[src/rtl/weight_stream_ctrl_pkg.sv]
// Shared definitions for the weight stream controller family: default
// kernel/coefficient sizes and the skid-buffer depth.
package weight_stream_ctrl_pkg;

  localparam int KERN_S_18   = 18;
  localparam int COEFF_WIDTH = 16;
  localparam int SKID_DEPTH  = 2;

endpackage

[src/rtl/wsc_skid_buf.sv]
// Two-entry data buffer with push/pop and an occupancy count; the head word
// always sits in entry 0. The caller never pushes when full or pops when empty.
module wsc_skid_buf
  import weight_stream_ctrl_pkg::*;
#(
  parameter int DATA_WIDTH = COEFF_WIDTH
) (
  input  logic                  clk,
  input  logic                  rst_n,
  input  logic                  push,
  input  logic                  pop,
  input  logic [DATA_WIDTH-1:0] din,
  output logic [DATA_WIDTH-1:0] dout,
  output logic [1:0]            count
);

  logic [DATA_WIDTH-1:0] ent0_r;
  logic [DATA_WIDTH-1:0] ent1_r;
  logic [1:0]            count_r;

  // Storage update: a pop shifts entry 1 forward, a push fills the first free slot
  always_ff @(posedge clk or negedge rst_n) begin
    if (!rst_n) begin
      ent0_r  <= {DATA_WIDTH{1'b0}};
      ent1_r  <= {DATA_WIDTH{1'b0}};
      count_r <= 2'd0;
    end else begin
      case ({push, pop})
        2'b10: begin
          if (count_r == 2'd0) ent0_r <= din;
          else                 ent1_r <= din;
          count_r <= count_r + 2'd1;
        end
        2'b01: begin
          ent0_r  <= ent1_r;
          count_r <= count_r - 2'd1;
        end
        2'b11: begin
          if (count_r == 2'd1) begin
            ent0_r <= din;
          end else begin
            ent0_r <= ent1_r;
            ent1_r <= din;
          end
        end
        default: begin
          count_r <= count_r;
        end
      endcase
    end
  end

  assign dout  = ent0_r;
  assign count = count_r;

endmodule

[src/rtl/weight_stream_ctrl.sv]
// Streams MEM_SIZE ROM words per pass into a downstream FIFO with ap_* handshake.
// Optional feature macro WEIGHT_STREAM_REPEAT_EN: cfg_repeat+1 passes per job.
module weight_stream_ctrl
  import weight_stream_ctrl_pkg::*;
#(
  parameter int MEM_SIZE   = KERN_S_18,
  parameter int DATA_WIDTH = COEFF_WIDTH
) (
  input  logic                        ap_clk,
  input  logic                        ap_rst_n,
  input  logic                        ap_start,
  output logic                        ap_idle,
  output logic                        ap_done,
  input  logic [7:0]                  cfg_repeat,
  output logic [$clog2(MEM_SIZE)-1:0] weight_V_address0,
  output logic                        weight_V_ce0,
  input  logic [DATA_WIDTH-1:0]       weight_V_q0,
  output logic [DATA_WIDTH-1:0]       output_V_din,
  input  logic                        output_V_full_n,
  output logic                        output_V_write
);

  localparam int AW = $clog2(MEM_SIZE);
  localparam logic [AW-1:0] ADDR_LAST = AW'(MEM_SIZE - 1);
  localparam logic [1:0] ST_IDLE   = 2'd0;
  localparam logic [1:0] ST_STREAM = 2'd1;
  localparam logic [1:0] ST_DRAIN  = 2'd2;

  logic [1:0]            state_r, state_nxt_s;
  logic [AW-1:0]         addr_r;
  logic [7:0]            pass_left_r;
  logic                  inflight_r;
  logic                  done_r;
  logic [1:0]            count_s;
  logic [DATA_WIDTH-1:0] head_s;
  logic [7:0]            passes_s;
  logic                  accept_s, pop_s, ce_s, last_rd_s, drained_s;

`ifdef WEIGHT_STREAM_REPEAT_EN
  assign passes_s = cfg_repeat;
`else
  logic unused_cfg_s;
  assign unused_cfg_s = ^cfg_repeat;
  assign passes_s     = 8'd0;
`endif

  assign accept_s  = ap_start && (state_r == ST_IDLE);
  assign pop_s     = (count_s != 2'd0) && output_V_full_n;
  assign last_rd_s = ce_s && (addr_r == ADDR_LAST) && (pass_left_r == 8'd0);
  assign drained_s = !inflight_r && ((count_s == 2'd0) || ((count_s == 2'd1) && pop_s));

  wsc_skid_buf #(.DATA_WIDTH(DATA_WIDTH)) u_skid (
    .clk   (ap_clk),
    .rst_n (ap_rst_n),
    .push  (inflight_r),
    .pop   (pop_s),
    .din   (weight_V_q0),
    .dout  (head_s),
    .count (count_s)
  );

  // State register
  always_ff @(posedge ap_clk or negedge ap_rst_n) begin
    if (!ap_rst_n) state_r <= ST_IDLE;
    else           state_r <= state_nxt_s;
  end

  // Next-state logic
  always_comb begin
    state_nxt_s = state_r;
    case (state_r)
      ST_IDLE: begin
        if (ap_start) state_nxt_s = ST_STREAM;
        else          state_nxt_s = ST_IDLE;
      end
      ST_STREAM: begin
        if (last_rd_s) state_nxt_s = ST_DRAIN;
        else           state_nxt_s = ST_STREAM;
      end
      ST_DRAIN: begin
        if (drained_s) state_nxt_s = ST_IDLE;
        else           state_nxt_s = ST_DRAIN;
      end
      default: state_nxt_s = ST_IDLE;
    endcase
  end

  // Read issue: only when the word still has a buffer slot when it lands next cycle
  always_comb begin
    ce_s = 1'b0;
    if (state_r == ST_STREAM) begin
      ce_s = (({1'b0, count_s} + {2'b00, inflight_r}) - {2'b00, pop_s}) < 3'd2;
    end else begin
      ce_s = 1'b0;
    end
  end

  // Address, remaining passes, in-flight read and done pulse
  always_ff @(posedge ap_clk or negedge ap_rst_n) begin
    if (!ap_rst_n) begin
      addr_r      <= {AW{1'b0}};
      pass_left_r <= 8'd0;
      inflight_r  <= 1'b0;
      done_r      <= 1'b0;
    end else begin
      inflight_r <= ce_s;
      done_r     <= (state_r == ST_DRAIN) && drained_s;
      if (accept_s) begin
        addr_r      <= {AW{1'b0}};
        pass_left_r <= passes_s;
      end else if (ce_s) begin
        if (addr_r == ADDR_LAST) begin
          addr_r <= {AW{1'b0}};
          if (pass_left_r != 8'd0) pass_left_r <= pass_left_r - 8'd1;
        end else begin
          addr_r <= addr_r + AW'(1);
        end
      end
    end
  end

  assign ap_idle           = (state_r == ST_IDLE);
  assign ap_done           = done_r;
  assign weight_V_address0 = addr_r;
  assign weight_V_ce0      = ce_s;
  assign output_V_write    = pop_s;
  assign output_V_din      = head_s;

endmodule

[config.mk]
export PLATFORM = sky130hd
export DESIGN_NAME = weight_stream_ctrl
export DESIGN_NICKNAME = d
export VERILOG_FILES = /design/src/rtl/weight_stream_ctrl_pkg.sv /design/src/rtl/wsc_skid_buf.sv /design/src/rtl/weight_stream_ctrl.sv
export SDC_FILE = /design/constraint.sdc
export NUM_CORES = 1
export LEC_CHECK = 0
export ABC_CLOCK_PERIOD_IN_PS = 8800
export BUFFER_PORTS_ARGS = -buffer_cell sky130_fd_sc_hd__buf_2
export CELL_PAD_IN_SITES_DETAIL_PLACEMENT = 2
export CELL_PAD_IN_SITES_GLOBAL_PLACEMENT = 2
export CORE_UTILIZATION = 37
export DETAILED_ROUTE_END_ITERATION = 8
export PLACE_DENSITY_LB_ADDON = 0.1
export SYNTH_ARGS = -nofsm -noshare
export SYNTH_HDL_FRONTEND = slang
export SYNTH_SLANG_ARGS = --single-unit
[constraint.sdc]
create_clock -name ap_clk -period 8.8 [get_ports ap_clk]
set_input_delay 0.44 -clock ap_clk [delete_from_list [all_inputs] [get_ports ap_clk]]
set_output_delay 0.44 -clock ap_clk [all_outputs]
set_load 0.05 [all_outputs]
==> flow_summary.toml, run 1 <==
[clock_network]
tritoncts.num_buffers = 5
clk_root_buffer_cell = "sky130_fd_sc_hd__clkbuf_8"
cts_tree = "done"
insertion_delay_ns = 0.30
cts-resized-gates = 0
tritoncts_num_sinks = 51
clk_path_buf_depth = 2
cts_setup_buffers = 0
postCtsHoldBufs = 0
htreeDepth = 2
cts.clk_slew.worst_paths_ns = 0.10

[timing]
tns_ns = 0
final_critical_path_setup_slack_ns = 5.16
final_min_period_over_clock_period_pct = 41.4
slew_viol_final = 0
timing_worst_slew_pin_value_ns = 0.953
final-hold-violation-count = 0
max_clk_rate_mhz = 275
rsz0062_at_grt = "false"
clock_skew_ns = 0.00783
timing.slew.headroom_pct = 36.3
finalSetupViolations = 0
final_period_minus_worst_setup_slack_ns = 3.64

[grt]
number_of_antenna_violations_at_the_first_check_in_global_routing = 0
wire_length_of_the_first_global_routing_pass_um = 9240
grt_util_all_layers_pct = 16.7
grt_max_degree = 52
first_global_vias = 1863
global_route.overflow_total = 0

[critical_path]
worstSetupPathDepth = 9
path_class = "register to output port"
crit_path_cell_trace = "inv_1 -> ha_1 -> nand2b_1 -> nor2_1 -> o21ai_0 -> fa_1 -> nand3b_1 -> nor2_1 -> buf_2"
timing.critical_path.required_ns = 8.36
worst_r2r_endpoint = "pass_left_r[3]"
cp.arrival_ns = 3.20
critical-path-top-cell-by-count = "sky130_fd_sc_hd__nor2_1"
cpLargestDelayFamily = "simple AND/OR/NAND/NOR gates"
worstSetupEndpointType = "output port"
worst_r2r_startpoint = "u_skid.count[1]"
worst_path_max_delay_cell = "sky130_fd_sc_hd__fa_1"
worst-r2r-cell-count = 10
crit_path_max_fanout = 6
ff2ff_setup_slack_ns = 5.64
critPathMaxStageDelay_ns = 0.55
worst-path-buf-inv = 2
start_kind = "register"

[placement]
place_worst_setup_slack_ns = 5.46
portBuffers = 44
gp_congestion = 0.717
dp_hpwl_um = 3810
dpl_cell_area_um2 = 2720

[cells_and_area]
design.final.nets = 301
layout.area.seq_um2 = 1280
area_growth_syn_to_layout_pct = 17.3
layout_common_cells = "51 x sky130_fd_sc_hd__dfrtp_1, 44 x sky130_fd_sc_hd__buf_2, 30 x sky130_fd_sc_hd__nand2_1, 20 x sky130_fd_sc_hd__o21ai_0, 20 x sky130_fd_sc_hd__mux2i_1"
final_layout_size_suffix_gt1_share_pct = 28.4
fill_cell_count = 683
postLayoutCellArea_um2 = 2840
multi_input_comb_area_um2 = 1090
antenna_cells_inserted = 0
commonest_non_fill_non_tap_cell_in_the_layout = "sky130_fd_sc_hd__dfrtp_1"
utilization_pct = 44.8

[drt]
drc = 0
route.antenna.remaining_nets = 0
wl_per_cell_um = 15.8
detail_route.iter0.violations = 80
route.vias.total = 1778
detailedRoute.firstPassIterationCount = 4
detail_route.vias_per_cell = 5.15
wirelength_um = 5460

[floorplan]
num_rows = 29
die_height_um = 83.0
die_area_um2 = 6880
design.core.area_um2 = 6350
top_ports = 53
start_util_pct = 38.2
fp.dieW_um = 83.0

[flow_run]
reported_max_cap_violation_count = 0

[logic_synthesis]
sequential_share_of_the_synthesized_area_pct = 52.6
synth_cells = 222
synth_enable_flop_cells = 0
postSynth.topFlopCell = "sky130_fd_sc_hd__dfrtp_1"
synth.ff_latch_count = 51
yosys.cell_types.count = 36
synth.net_count = 256
synth_async_sr_flop_share_pct = 100
ys.warnings.count = 0
synthesis.area_um2 = 2420
synth_area_per_cell_um2 = 10.9

[power_and_ir_drop]
power.density_nw_per_um2 = 409
power_leakage_nw = 1.41
totalPowerFinal_mw = 1.16
vdd.ir_drop.worst_mv = 0.198

[outcome]
status = "finished clean"

[hold_path]
path_class_of_the_lowest_slack_min_delay_path = "input pin to async pin"
[sequential cells by signal, summed over array words and instances (netlist names)]
signal             cells
u_skid.dout           16
u_skid.ent1_r         16
pass_left_r            8
weight_V_address0      5
state_r                2
u_skid.count           2
ap_done                1
inflight_r             1
[layer usage]
| metal | global-route usage, % | wire length (µm) | up-vias |
|---|---|---|---|
| met4 | 3.29 | 17 | 0 |
| met1 | 22.1 | 2660 | 884 |
| met3 | 2.68 | 125 | 2 |
| li1 | - | - | 866 |
| met5 | 0 | 0 | - |
| met2 | 28.9 | 2660 | 26 |
[report_power, final]
part           switching, mW  internal (mW)  total [mW]
registers             0.0638          0.330       0.394
logic                  0.406          0.188       0.594
clock network         0.0822         0.0937       0.176
total                  0.552          0.612        1.16
[logic make-up after synthesis]
group                    Yosys count  share of synthesized area [%]
multiplexers                      37                           16.2
AO/OA/AOI/OAI                     40                           9.19
buffers and inverters             14                           2.48
AND/OR/NAND/NOR                   70                           14.7
XOR/XNOR                           4                           1.45
flip-flops                        51                           52.6
adder cells (fa/ha/maj)            6                           3.41
[metrics by stage]
step / hold WS, ns / cells
finish: 0.245 / 345
global route: 0.279 / 345
CTS: 0.267 / 345
detailed placement: 0.470 / 337
global placement: 0.457 / 337
floorplan: 0.144 / 222
[final cells by class]
class,count,share of cell area (%)
Clock buffer,6,2.90
Clock inverter,2,1.36
Inverter,6,0.792
Multi-Input combinational cell,157,38.4
Sequential cell,51,44.9
Tap cell,77,3.39
Timing Repair Buffer,46,8.27
[synth_stat cells, drive strengths merged, types with 3 or more instances]
| master | count | area (µm²) |
|---|---|---|
| nor2 | 14 | 52.6 |
| mux2i | 20 | 200 |
| or3 | 3 | 23.8 |
| nand3 | 4 | 20.0 |
| mux2 | 17 | 191 |
| o31ai | 4 | 30.0 |
| ha | 5 | 62.6 |
| xnor2 | 3 | 26.3 |
| dfrtp | 51 | 1280 |
| nor3 | 3 | 20.0 |
| o21ai | 20 | 100 |
| nand2 | 30 | 113 |
| inv | 6 | 22.5 |
| clkbuf | 6 | 22.5 |
| or4 | 3 | 26.3 |
| a21oi | 12 | 60.1 |
[worst max-delay path by stage]
stage / start / slack (ns) / to
floorplan: u_skid.count[1] / 5.49 / weight_V_ce0
global placement: u_skid.count[1] / 5.52 / weight_V_ce0
detailed placement: u_skid.count[1] / 5.46 / weight_V_ce0
CTS: u_skid.count[1] / 5.08 / weight_V_ce0
global route: u_skid.count[1] / 4.85 / weight_V_ce0
finish: u_skid.count[1] / 5.16 / weight_V_ce0
No activity file was read; power rests on OpenSTA's default activity.
==> run 2: changes to the inputs <==
--- a/config.mk
+++ b/config.mk
@@ -5,11 +5,11 @@
 export SDC_FILE = /design/constraint.sdc
 export NUM_CORES = 1
 export LEC_CHECK = 0
-export ABC_CLOCK_PERIOD_IN_PS = 8800
+export ABC_CLOCK_PERIOD_IN_PS = 3100
 export BUFFER_PORTS_ARGS = -buffer_cell sky130_fd_sc_hd__buf_2
 export CELL_PAD_IN_SITES_DETAIL_PLACEMENT = 2
 export CELL_PAD_IN_SITES_GLOBAL_PLACEMENT = 2
-export CORE_UTILIZATION = 37
+export CORE_UTILIZATION = 31
 export DETAILED_ROUTE_END_ITERATION = 8
 export PLACE_DENSITY_LB_ADDON = 0.1
 export SYNTH_ARGS = -nofsm -noshare
==> constraint.sdc (replaced) <==
create_clock -name ap_clk -period 3.1 [get_ports ap_clk]
set_input_delay 0.155 -clock ap_clk [delete_from_list [all_inputs] [get_ports ap_clk]]
set_output_delay 0.155 -clock ap_clk [all_outputs]
set_load 0.05 [all_outputs]
==> flow_summary.toml, run 2 (same netlist as run 1, synthesis figures left out) <==
[cells_and_area]
multi_input_comb_area_um2 = 1130
antenna_cells_inserted = 0
area_growth_syn_to_layout_pct = 22.2
final_layout_size_suffix_gt1_share_pct = 31.1
fill_cell_count = 816
utilization_pct = 40.0
layout.area.seq_um2 = 1280
commonest_non_fill_non_tap_cell_in_the_layout = "sky130_fd_sc_hd__dfrtp_1"
layout_common_cells = "51 x sky130_fd_sc_hd__dfrtp_1, 43 x sky130_fd_sc_hd__buf_2, 30 x sky130_fd_sc_hd__nand2_1, 20 x sky130_fd_sc_hd__o21ai_0, 20 x sky130_fd_sc_hd__mux2i_1"
design.final.nets = 306

[clock_network]
insertion_delay_ns = 0.31
clk_path_buf_depth = 2
cts.clk_slew.worst_paths_ns = 0.09
htreeDepth = 2
clk_root_buffer_cell = "sky130_fd_sc_hd__clkbuf_8"
tritoncts.num_buffers = 5
cts_tree = "done"
tritoncts_num_sinks = 51

[critical_path]
worst_path_max_delay_cell = "sky130_fd_sc_hd__fa_1"
start_kind = "register"
cp.arrival_ns = 3.13
critPathMaxStageDelay_ns = 0.52
timing.critical_path.required_ns = 3.33
critical-path-top-cell-by-count = "sky130_fd_sc_hd__inv_1"
worstSetupEndpointType = "register"
path_class = "register to register"
crit_path_max_fanout = 6
crit_path_cell_trace = "inv_1 -> ha_1 -> nand2b_4 -> inv_1 -> nor2_1 -> o21ai_0 -> fa_1 -> and3b_1 -> nand3_2 -> or4_1 -> a21oi_1"

[grt]
global_route.overflow_total = 0
wire_length_of_the_first_global_routing_pass_um = 9980
first_global_vias = 2072
number_of_antenna_violations_at_the_first_check_in_global_routing = 0
grt_max_degree = 33
grt_util_all_layers_pct = 15.4

[floorplan]
num_rows = 31
die_height_um = 90.4
fp.dieW_um = 90.4
top_ports = 53
start_util_pct = 32.7
die_area_um2 = 8180
design.core.area_um2 = 7410

[flow_run]
reported_max_cap_violation_count = 0

[timing]
rsz0062_at_grt = "false"
timing.slew.headroom_pct = 47.5
max_clk_rate_mhz = 345
final_min_period_over_clock_period_pct = 93.6
final_period_minus_worst_setup_slack_ns = 2.90
slew_viol_final = 0
final-hold-violation-count = 0
timing_worst_slew_pin_value_ns = 0.786
tns_ns = 0
finalSetupViolations = 0
clock_skew_ns = 0.00840

[drt]
detail_route.iter0.violations = 38
detail_route.vias_per_cell = 5.01
detailedRoute.firstPassIterationCount = 4
route.vias.total = 1864
wirelength_um = 5850
drc = 0
route.antenna.remaining_nets = 0
wl_per_cell_um = 15.7

[placement]
gp_congestion = 0.713
dp_hpwl_um = 4090
portBuffers = 44

[power_and_ir_drop]
power.density_nw_per_um2 = 1180
vdd.ir_drop.worst_mv = 0.337
power_leakage_nw = 1.44

[outcome]
status = "finished clean"

[hold_path]
path_class_of_the_lowest_slack_min_delay_path = "input pin to register"
run 2: per-stage QoR:
step | setup slack (ns) | instance area (µm²) | cells | hold slack, ns | power [mW]
after floorplan | 0.165 | 2430 | 222 | -0.141 | 2.42
after global placement | 0.232 | 2770 | 361 | 0.202 | 2.81
after detailed placement | 0.118 | 2770 | 361 | 0.208 | 2.86
after CTS | 0.0301 | 2930 | 370 | 0.0751 | 3.49
after global routing | 0.00540 | 2960 | 372 | 0.0822 | 3.74
final | 0.198 | 2960 | 372 | 0.0867 | 3.49
run 2: worst paths after layout:
| check | start | end | slack [ns] | depth (start not counted) |
|---|---|---|---|---|
| max | u_skid.count[0] | pass_left_r[3] | 0.20 | 11 |
| min | weight_V_q0[3] | u_skid.ent1_r[3] | 0.09 | 2 |
| max reg2reg | u_skid.count[0] | pass_left_r[3] | 0.20 | 11 |
| min reg2reg | u_skid.dout[1] | u_skid.dout[1] | 0.48 | 2 |
| max in group asynchronous | ap_rst_n | u_skid.ent1_r[4] | 1.93 | 3 |
| min in group asynchronous | ap_rst_n | weight_V_address0[2] | 0.38 | 2 |
run 2: report_power, final:
part	total [mW]	switching, mW	internal, mW
sequential	1.11	0.176	0.937
combinational	1.83	1.21	0.624
clock	0.551	0.228	0.323
total	3.49	1.61	1.88
run 2: routing by layer:
layer	wire (µm)	GRT usage [%]
met5	0	0
met4	93	5.65
met3	202	3.11
met2	2860	25.8
met1	2690	19.5
run 2: area by class of cell:
class                   instances  share of cell area [%]
clock inverters                 2                    2.03
multi-input cells             157                    38.1
inverters                       6                   0.760
flip-flops and latches         51                    43.1
clock buffers                   6                    2.45
repair buffers                 51                    9.37
well taps                      99                    4.18
run 2: repair_timing:
action                                  in CTS  in global routing
setup buffers                                0                  2
endpoints found under the hold margin       25                  0
endpoints found under the setup margin       1                  6
pin swaps                                    0                  1
resized for setup                            4                  4
hold buffers                                 1                  0
run 2: critical path: cells and delay by family, from the launching register on:
family,cells,cell delay [ns]
flops,1,0.41
simple gates,5,1.22
fa+ha+maj,2,0.73
compound gates,2,0.29
buf+inv,2,0.18
